<file path="config.mk">
export PLATFORM = sky130hd
export DESIGN_NAME = slice_store_responder_flat
export DESIGN_NICKNAME = d
export VERILOG_FILES = /design/src/rtl/slice_store_if.sv /design/src/rtl/slice_store_responder.sv /design/src/flat_wrapper.sv
export SDC_FILE = /design/constraint.sdc
export NUM_CORES = 2
export LEC_CHECK = 0
export CAP_MARGIN = 0
export CORE_ASPECT_RATIO = 0.5
export CORE_MARGIN = 1.5
export CORE_UTILIZATION = 58
export CTS_BUF_LIST = sky130_fd_sc_hd__clkbuf_16
export CTS_CLUSTER_SIZE = 25
export DETAILED_ROUTE_END_ITERATION = 12
export PLACE_DENSITY = 0.77
export SYNTH_ARGS = -nofsm -noshare
export SYNTH_HDL_FRONTEND = slang
export SYNTH_SLANG_ARGS = --single-unit
</file>
<file path="constraint.sdc">
create_clock -name clk -period 6 [get_ports clk]
set_input_delay 0.9 -clock clk [delete_from_list [all_inputs] [get_ports clk]]
set_output_delay 0.9 -clock clk [all_outputs]
set_load 0.05 [all_outputs]
</file>
<file path="src/rtl/slice_store_if.sv">
// Bus bundle between the slice store, its stream neighbours and the addRc controller.
// The master modport is the side that drives strobes and stream inputs. The slave
// modport is the store itself.
interface slice_store_if #(
   parameter int unsigned LANES = 25,
   parameter int unsigned AW    = 6,
   parameter int unsigned LW    = 5
) ();

   // Input stream (FILL)
   logic             in_valid;
   logic [LANES-1:0] in_slice;
   logic             in_ready;

   // Controller read strobe
   logic             ld_fr;
   logic [AW-1:0]    rd_addr;
   logic [LANES-1:0] rd_slice;

   // Controller single-bit write strobe
   logic             en_fw;
   logic [AW-1:0]    wr_addr;
   logic [LW-1:0]    wr_lane;
   logic             wr_bit;

   // Controller completion and store status
   logic             op_done;
   logic             loaded;

   // Output stream (DRAIN)
   logic             out_valid;
   logic [LANES-1:0] out_slice;
   logic             out_ready;

   modport master (
      output in_valid, in_slice, ld_fr, rd_addr, en_fw, wr_addr, wr_lane, wr_bit,
             op_done, out_ready,
      input  in_ready, rd_slice, loaded, out_valid, out_slice
   );

   modport slave (
      input  in_valid, in_slice, ld_fr, rd_addr, en_fw, wr_addr, wr_lane, wr_bit,
             op_done, out_ready,
      output in_ready, rd_slice, loaded, out_valid, out_slice
   );

endinterface

</file>
<file path="src/rtl/slice_store_responder.sv">
// Slice-organised state store for the addRc datapath. The store fills SLICES x LANES bits
// from the input stream. It then services controller read/bit-write strobes until op_done,
// and finally drains every slice, in order, to the output stream. The controller owns all
// addressing. This block only owns storage and the fill/drain pointers.
module slice_store_responder #(
   parameter int unsigned SLICES = 64,
   parameter int unsigned LANES  = 25,
   parameter int unsigned AW     = 6,
   parameter int unsigned LW     = 5
) (
   input  logic           clk,
   input  logic           rst,
   slice_store_if.slave   bus
);

   typedef enum logic [1:0] {
      StFill  = 2'd0,
      StServe = 2'd1,
      StDrain = 2'd2
   } state_e;

   state_e           r_state;
   state_e           w_state_next;

   logic [AW-1:0]    r_fptr;
   logic [AW-1:0]    w_fptr_next;
   logic [AW-1:0]    r_dptr;
   logic [AW-1:0]    w_dptr_next;

   // Storage is intentionally not reset; FILL overwrites every slice before use.
   logic [LANES-1:0] r_mem [SLICES];
   logic [LANES-1:0] r_rd_slice;

   logic             w_fill_we;
   logic             w_bit_we;
   logic             w_rd_en;
   logic             w_in_ready;
   logic             w_loaded;
   logic             w_out_valid;
   logic [LANES-1:0] w_lane_mask;
   logic [LANES-1:0] w_wr_word;

   // Decode the write lane to a one-hot mask; an out-of-range lane yields an all-zero mask.
   always_comb begin
      w_lane_mask = '0;
      for (int i = 0; i < LANES; i++) begin
         w_lane_mask[i] = (bus.wr_lane == LW'(i));
      end
   end

   // Read-modify-write word for the single-bit update of the addressed slice.
   always_comb begin
      w_wr_word = (r_mem[bus.wr_addr] & ~w_lane_mask) | (w_lane_mask & {LANES{bus.wr_bit}});
   end

   // Next-state, pointer and strobe-qualification logic for the FILL/SERVE/DRAIN cycle.
   always_comb begin
      w_state_next = r_state;
      w_fptr_next  = r_fptr;
      w_dptr_next  = r_dptr;
      w_fill_we    = 1'b0;
      w_bit_we     = 1'b0;
      w_rd_en      = 1'b0;
      w_in_ready   = 1'b0;
      w_loaded     = 1'b0;
      w_out_valid  = 1'b0;

      unique case (r_state)
         StFill: begin
            w_in_ready = 1'b1;
            if (bus.in_valid) begin
               w_fill_we   = 1'b1;
               w_fptr_next = r_fptr + AW'(1);
               // Last slice: pointer wraps to 0 on its own since SLICES is a power of two.
               if (&r_fptr) begin
                  w_state_next = StServe;
               end
            end
         end

         StServe: begin
            w_loaded = 1'b1;
            w_rd_en  = bus.ld_fr;
            w_bit_we = bus.en_fw & (|w_lane_mask);
            // Strobes in the op_done cycle are still serviced above.
            if (bus.op_done) begin
               w_state_next = StDrain;
               w_dptr_next  = '0;
            end
         end

         StDrain: begin
            w_out_valid = 1'b1;
            if (bus.out_ready) begin
               w_dptr_next = r_dptr + AW'(1);
               if (&r_dptr) begin
                  w_state_next = StFill;
               end
            end
         end

         default: begin
            w_state_next = StFill;
         end
      endcase
   end

   // State and fill/drain pointer registers with synchronous reset.
   always_ff @(posedge clk) begin
      if (rst) begin
         r_state <= StFill;
         r_fptr  <= '0;
         r_dptr  <= '0;
      end else begin
         r_state <= w_state_next;
         r_fptr  <= w_fptr_next;
         r_dptr  <= w_dptr_next;
      end
   end

   // Registered read port; a same-cycle bit write lands after this samples (read-old).
   always_ff @(posedge clk) begin
      if (rst) begin
         r_rd_slice <= '0;
      end else if (w_rd_en) begin
         r_rd_slice <= r_mem[bus.rd_addr];
      end
   end

   // Storage writes: whole-slice fills in FILL, single-lane updates in SERVE.
   always_ff @(posedge clk) begin
      if (!rst) begin
         if (w_fill_we) begin
            r_mem[r_fptr] <= bus.in_slice;
         end
         if (w_bit_we) begin
            r_mem[bus.wr_addr] <= w_wr_word;
         end
      end
   end

   assign bus.in_ready  = w_in_ready;
   assign bus.loaded    = w_loaded;
   assign bus.rd_slice  = r_rd_slice;
   assign bus.out_valid = w_out_valid;
   // Combinational drain read; stable during stalls because r_dptr only moves on handshake.
   assign bus.out_slice = r_mem[r_dptr];

endmodule
</file>
<file path="src/flat_wrapper.sv">
// flat-port wrapper written by rule: the top's interface ports become plain ports
module slice_store_responder_flat 
#(
   parameter int unsigned SLICES = 64,
   parameter int unsigned LANES  = 25,
   parameter int unsigned AW     = 6,
   parameter int unsigned LW     = 5
)
  (clk, rst, bus_in_valid, bus_in_slice, bus_ld_fr, bus_rd_addr, bus_en_fw, bus_wr_addr, bus_wr_lane, bus_wr_bit, bus_op_done, bus_out_ready, bus_in_ready, bus_rd_slice, bus_loaded, bus_out_valid, bus_out_slice);
  slice_store_if #(.LANES(LANES), .AW(AW), .LW(LW)) bus_i ();
  input  logic clk;
  input  logic rst;
  input wire logic [$bits(bus_i.in_valid)-1:0] bus_in_valid;
  input wire logic [$bits(bus_i.in_slice)-1:0] bus_in_slice;
  input wire logic [$bits(bus_i.ld_fr)-1:0] bus_ld_fr;
  input wire logic [$bits(bus_i.rd_addr)-1:0] bus_rd_addr;
  input wire logic [$bits(bus_i.en_fw)-1:0] bus_en_fw;
  input wire logic [$bits(bus_i.wr_addr)-1:0] bus_wr_addr;
  input wire logic [$bits(bus_i.wr_lane)-1:0] bus_wr_lane;
  input wire logic [$bits(bus_i.wr_bit)-1:0] bus_wr_bit;
  input wire logic [$bits(bus_i.op_done)-1:0] bus_op_done;
  input wire logic [$bits(bus_i.out_ready)-1:0] bus_out_ready;
  output wire logic [$bits(bus_i.in_ready)-1:0] bus_in_ready;
  output wire logic [$bits(bus_i.rd_slice)-1:0] bus_rd_slice;
  output wire logic [$bits(bus_i.loaded)-1:0] bus_loaded;
  output wire logic [$bits(bus_i.out_valid)-1:0] bus_out_valid;
  output wire logic [$bits(bus_i.out_slice)-1:0] bus_out_slice;
  assign bus_i.in_valid = bus_in_valid;
  assign bus_i.in_slice = bus_in_slice;
  assign bus_i.ld_fr = bus_ld_fr;
  assign bus_i.rd_addr = bus_rd_addr;
  assign bus_i.en_fw = bus_en_fw;
  assign bus_i.wr_addr = bus_wr_addr;
  assign bus_i.wr_lane = bus_wr_lane;
  assign bus_i.wr_bit = bus_wr_bit;
  assign bus_i.op_done = bus_op_done;
  assign bus_i.out_ready = bus_out_ready;
  assign bus_in_ready = bus_i.in_ready;
  assign bus_rd_slice = bus_i.rd_slice;
  assign bus_loaded = bus_i.loaded;
  assign bus_out_valid = bus_i.out_valid;
  assign bus_out_slice = bus_i.out_slice;
  slice_store_responder #(.SLICES(SLICES), .LANES(LANES), .AW(AW), .LW(LW)) u_core (.clk(clk), .rst(rst), .bus(bus_i));
endmodule
</file>
-- Yosys cells after proc, flatten, opt, wreduce, memory -nomap -nowiden
Memory sizes are Yosys's and may differ from the RTL's. A register that Yosys moved wholly into a read port is not among the register bits.
Cells that the tools add are included.
- memories kept: 1
- RAM bits: 1600
- input bits: 50
- bits in registers: 14
- logic and storage cells: 79
- memories (name ; words ; width ; rd ports ; clocked after Yosys merged registers in ; write ports ; RTL line ; text):
    u_core.r_mem ; 64 ; 25 ; 3 ; 2 ; 1 ; slice_store_responder.sv:31 ; logic [LANES-1:0] r_mem [SLICES];
- add/sub/neg operators: 2
- reductions and logical operators: 10
- bitwise logic cells: 5
- mux-type cells: 27
- eq/ne operators: 31
- operator list (kind ; count):
    $and A25 B25 Y25 ; 2
    $reduce_or A25 Y1 ; 2
    $eq A5 B5 Y1 const B ; 9
    $eq A5 B4 Y1 const B ; 8
    $mux W6 ; 5
    $mux W25 ; 1
    $not A25 Y25 ; 1
    $or A25 B25 Y25 ; 1
    $eq A5 B3 Y1 const B ; 4
    $mux W1 ; 14
    $add A6 B1 Y6 const B ; 2
    $pmux W6 S2 ; 1
    $reduce_and A6 Y1 ; 2
    $eq A5 B2 Y1 const B ; 2
    $mux W2 ; 5
    $ne A2 B2 Y1 const B ; 3
    $pmux W2 S3 ; 1
    $eq A5 B1 Y1 const B ; 1
    $logic_not A5 Y1 ; 1
    $reduce_and A5 Y1 ; 1
    $ne A2 B1 Y1 const B ; 2
    $reduce_and A3 Y1 ; 1
    $eq A2 B1 Y1 const B ; 1
    $eq A2 B2 Y1 const B ; 1
    4 further kinds ; 4

-- Longest topological paths before layout
- word-level depth: 9
- depth in mapped cells: 12
- gate-level depth less buffers: 6

-- Least setup slack after synthesis
No wires, ideal clock.
- kind: in2reg
- start point: in bus_wr_addr[0]
- end point: mem u_core.r_mem[0][7], data pin
- stages on the path: 11
- arrival: 5149 ps
- required time: 5233 ps
- setup slack: 83 ps
- buffers on the path: 5
- path through: buf_4 -> buf_4 -> buf_6 -> buf_4 -> buf_4 -> mux2i_1 -> a22oi_1 -> nand4_1 -> o2111ai_1 -> a31oi_1 -> a311oi_1
- cells in the longest elaborated chain, start to end: 4
- RTL lines (item ; RTL line ; text):
    start: declaration ; flat_wrapper.sv:18 ; input wire logic [$bits(bus_i.wr_addr)-1:0] bus_wr_addr;
    $mem_v2 Z64 W25 ; - ;
    $and A25 B25 Y25 ; slice_store_responder.sv:53 ; w_wr_word = (r_mem[bus.wr_addr] & ~w_lane_mask) | (w_lane_mask & {LANES{bus.wr_bit}});
    $or A25 B25 Y25 ; slice_store_responder.sv:53 ;
    $mux W25 (no source line) ; - ;
    end: declaration ; slice_store_responder.sv:31 ;
Every way passes these cells.

==> run metrics <==
fin crit share=0.9451; grt ovf=0; total negative slack=0 ns; total CTS buffers=approximately 150; DIE AREA=between 0.15 and 0.2 mm2; 1st-iter DRT viols=12225; status=finished with violations; Via density=between 8 and 9; routability-driven placement congestion ratio=about 1.0; layout cells sized above 1=0.4030; core area=about 0.15 mm2; Clk pin slew, worst setup/hold paths=approximately 0.070 ns; Syn. warnings=0; Seq/Total Area, Yosys=0.5498; Post-synth EDFFs=1600; Die W=between 500 and 600 um; failing checks=max-capacitance violations, max-slew violations; Slew Limit Headroom=-0.1264; worst-path cell chain=buf_12, buf_4, mux4_2, mux4_2, a211oi_1, a21oi_1, clkdlybuf4s50_1; Pwr Density=around 250 mW/mm2; post-route antenna net violation count=0; first-pass GRT wire length=roughly 460 mm; CP max FO=66; Final setup violation count=0; most frequent CP cell=mux4_2; Die Y=280.0 um; Routed WL=334.9 mm; fmax=176.4 MHz; hold_buf cts=0; routed len/inst=between 40 and 50 um; Post-Syn Instances=roughly 4600; Post-Route Skew=about 0.030 ns; type of the worst min-delay path=flop to flop; Starting Density=0.5856; Avg Cell Area, Syn=19.35 um2; fillers=between 9000 and 10000; Async SR Flop Fraction=0; post-layout min period=5.670 ns; Static Leakage=roughly 31 nW; Power, Total=roughly 0.025 W; TritonCTS clock tree=built; VDD IR max=approximately 260 uV; Netlist cell types=between 60 and 70; Yosys reg bits=between 1500 and 2000; drc violations=0; Critical Setup Path Class=flop to output port; Hold Fails Final Rpt=0; DR pass1 iterations=9; number of global-route vias before repair=~57000; Setup Buffers After CTS=0; fin. max-slew vios=7; critical path's slowest cell=a21oi_1; Sink Count=between 1500 and 2000; Root Buffer=clkbuf_16; GR Util All Layers=0.4347; via count=around 59000; CP arrival=4.77 ns; crit end category=output port; io pins=roughly 100; DP HPWL=211.0 mm; CP startpoint kind=flop; largest buffer count on any clock path=3; Area growth syn-to-layout=12.01%; Mapped Area=roughly 0.089 mm2; Clock H-tree levels=4; final net count=between 4000 and 5000; max-cap viol count=1; Row Count=~100; largest net degree at the start of global routing=around 110; Top FF cell, synth=edfxtp_1; RSZ-0062 raised after global routing=no; post-cts resize count=0; Post-Syn Nets=roughly 4700; worst slew pin tran=roughly 1.7 ns; Clock Latency Late Sink=roughly 0.8 ns; WP data required=between 5 and 6 ns; flop2flop setup slack=approximately 1.9 ns; initial antenna violation count=25; IO Port Bufs=slightly above 100; Largest stage delay, worst path=1.11 ns
==> kinds of logic after synthesis <==
family	share of synthesized area
adder cells (fa/ha/maj)	0.0002810
flip-flops	0.5498
multiplexers	0.3705
AND/OR/NAND/NOR	0.01953
AO/OA/AOI/OAI	0.03550
buffers and inverters	0.02351
XOR/XNOR	0.0008854
==> path summary, 6_finish.rpt <==
kind | start | endpoint | depth (start not counted)
worst max register to register | u_core.r_state[0] | u_core.r_mem[45][17] | 6
worst min-delay path | u_core.bus.rd_slice[7] | u_core.bus.rd_slice[7] | 2
worst min register to register | u_core.bus.rd_slice[7] | u_core.bus.rd_slice[7] | 2
worst max-delay path | flop | bus_out_slice[7] | 7
==> through the flow <==
stage          hold WS [ns]  setup WS [ns]    util  cell area (um2)  cells
2_1_floorplan        0.4749        0.08314       -            89030   4601
3_3_place_gp         0.4724          1.000  0.6223            94610   6626
3_5_place_dp         0.4718         0.9060  0.6223            94610   6626
4_1_cts              0.4856         0.4862  0.6556            99660   6907
5_1_grt              0.5062         0.3289  0.6557            99690   6909
6_report             0.4864         0.3295  0.6560            99720   6923
==> cells in the mapped netlist, types with 38 or more instances <==
cell,instances,area [um2]
mux2i_1,376,3764
a22oi_1,136,1021
nand3_1,41,205.2
nor2b_1,38,237.7
mux4_2,1283,28900
clkbuf_1,190,713.2
edfxtp_1,1600,48050
buf_4,38,285.3
nor2_1,118,442.9
dfxtp_1,45,900.9
buf_2,125,625.6
buf_1,57,214.0
a21oi_1,86,430.4
nand2_1,106,397.9
==> layer usage <==
| metal | wire, um | track usage | vias to the layer above |
|---|---|---|---|
| met3 | 66310 | 0.2313 | 1242 |
| li1 | - | - | 20725 |
| met1 | 107700 | 0.5664 | 30341 |
| met4 | 22990 | 0.2503 | 30 |
| met5 | 408 | 0.01173 | - |
| met2 | 137600 | 0.5790 | 6721 |
==> cell usage in the layout (no fill, tap or decap), drive strengths merged, types with 6 or more instances in the layout <==
master,count
a2111oi,6
a211o,6
a211oi,29
a21oi,86
a221oi,24
a22o,19
a22oi,136
a31oi,24
and2,6
buf,304
bufinv,19
clkbuf,160
clkdlybuf4s50,91
clkinv,67
dfxtp,45
diode,14
edfxtp,1600
inv,40
mux2,29
mux2i,376
mux4,1283
nand2,106
nand2b,6
nand3,41
nand4,12
nor2,118
nor2b,38
nor3,13
o211ai,31
o21a,6
o21ai,33
o221ai,10
o22ai,11
or4,6
xor2,7
==> state kept, by name, summed over array words and instances, names as in the netlist, named ones only <==
signal and count:
u_core.r_state 2, u_core.r_fptr 6, u_core.r_dptr 6, u_core.r_mem 1600, u_core.bus.rd_slice 25
==> worst max-delay path, delay by kind of cell, from the launching register on <==
| kind | cells | cell delay (ns) |
|---|---|---|
| muxes | 2 | 0.48 |
| buffers and inverters | 3 | 1.65 |
| DFF | 1 | 0.55 |
| AOI/OAI and AO/OA | 2 | 1.19 |
==> cell type report <==
cell class | instances | area [um2] | share of cell area
Tap cell | 2060 | 2577 | 0.02585
Clock buffer | 158 | 3954 | 0.03965
Timing Repair Buffer | 397 | 4263 | 0.04275
Inverter | 7 | 26.28 | 0.0002635
Antenna cell | 14 | 35.03 | 0.0003513
Multi-Input combinational cell | 2519 | 38800 | 0.3891
Sequential cell | 1645 | 48970 | 0.4910
Clock inverter | 123 | 1101 | 0.01104
==> where the power goes <==
part | total [W] | internal [W] | switching (W)
clock network | 0.0101 | 0.00560 | 0.00451
logic | 0.00221 | 0.000852 | 0.00136
registers | 0.0127 | 0.0127 | 0.0000169
Power figures use the tool's default switching activity.
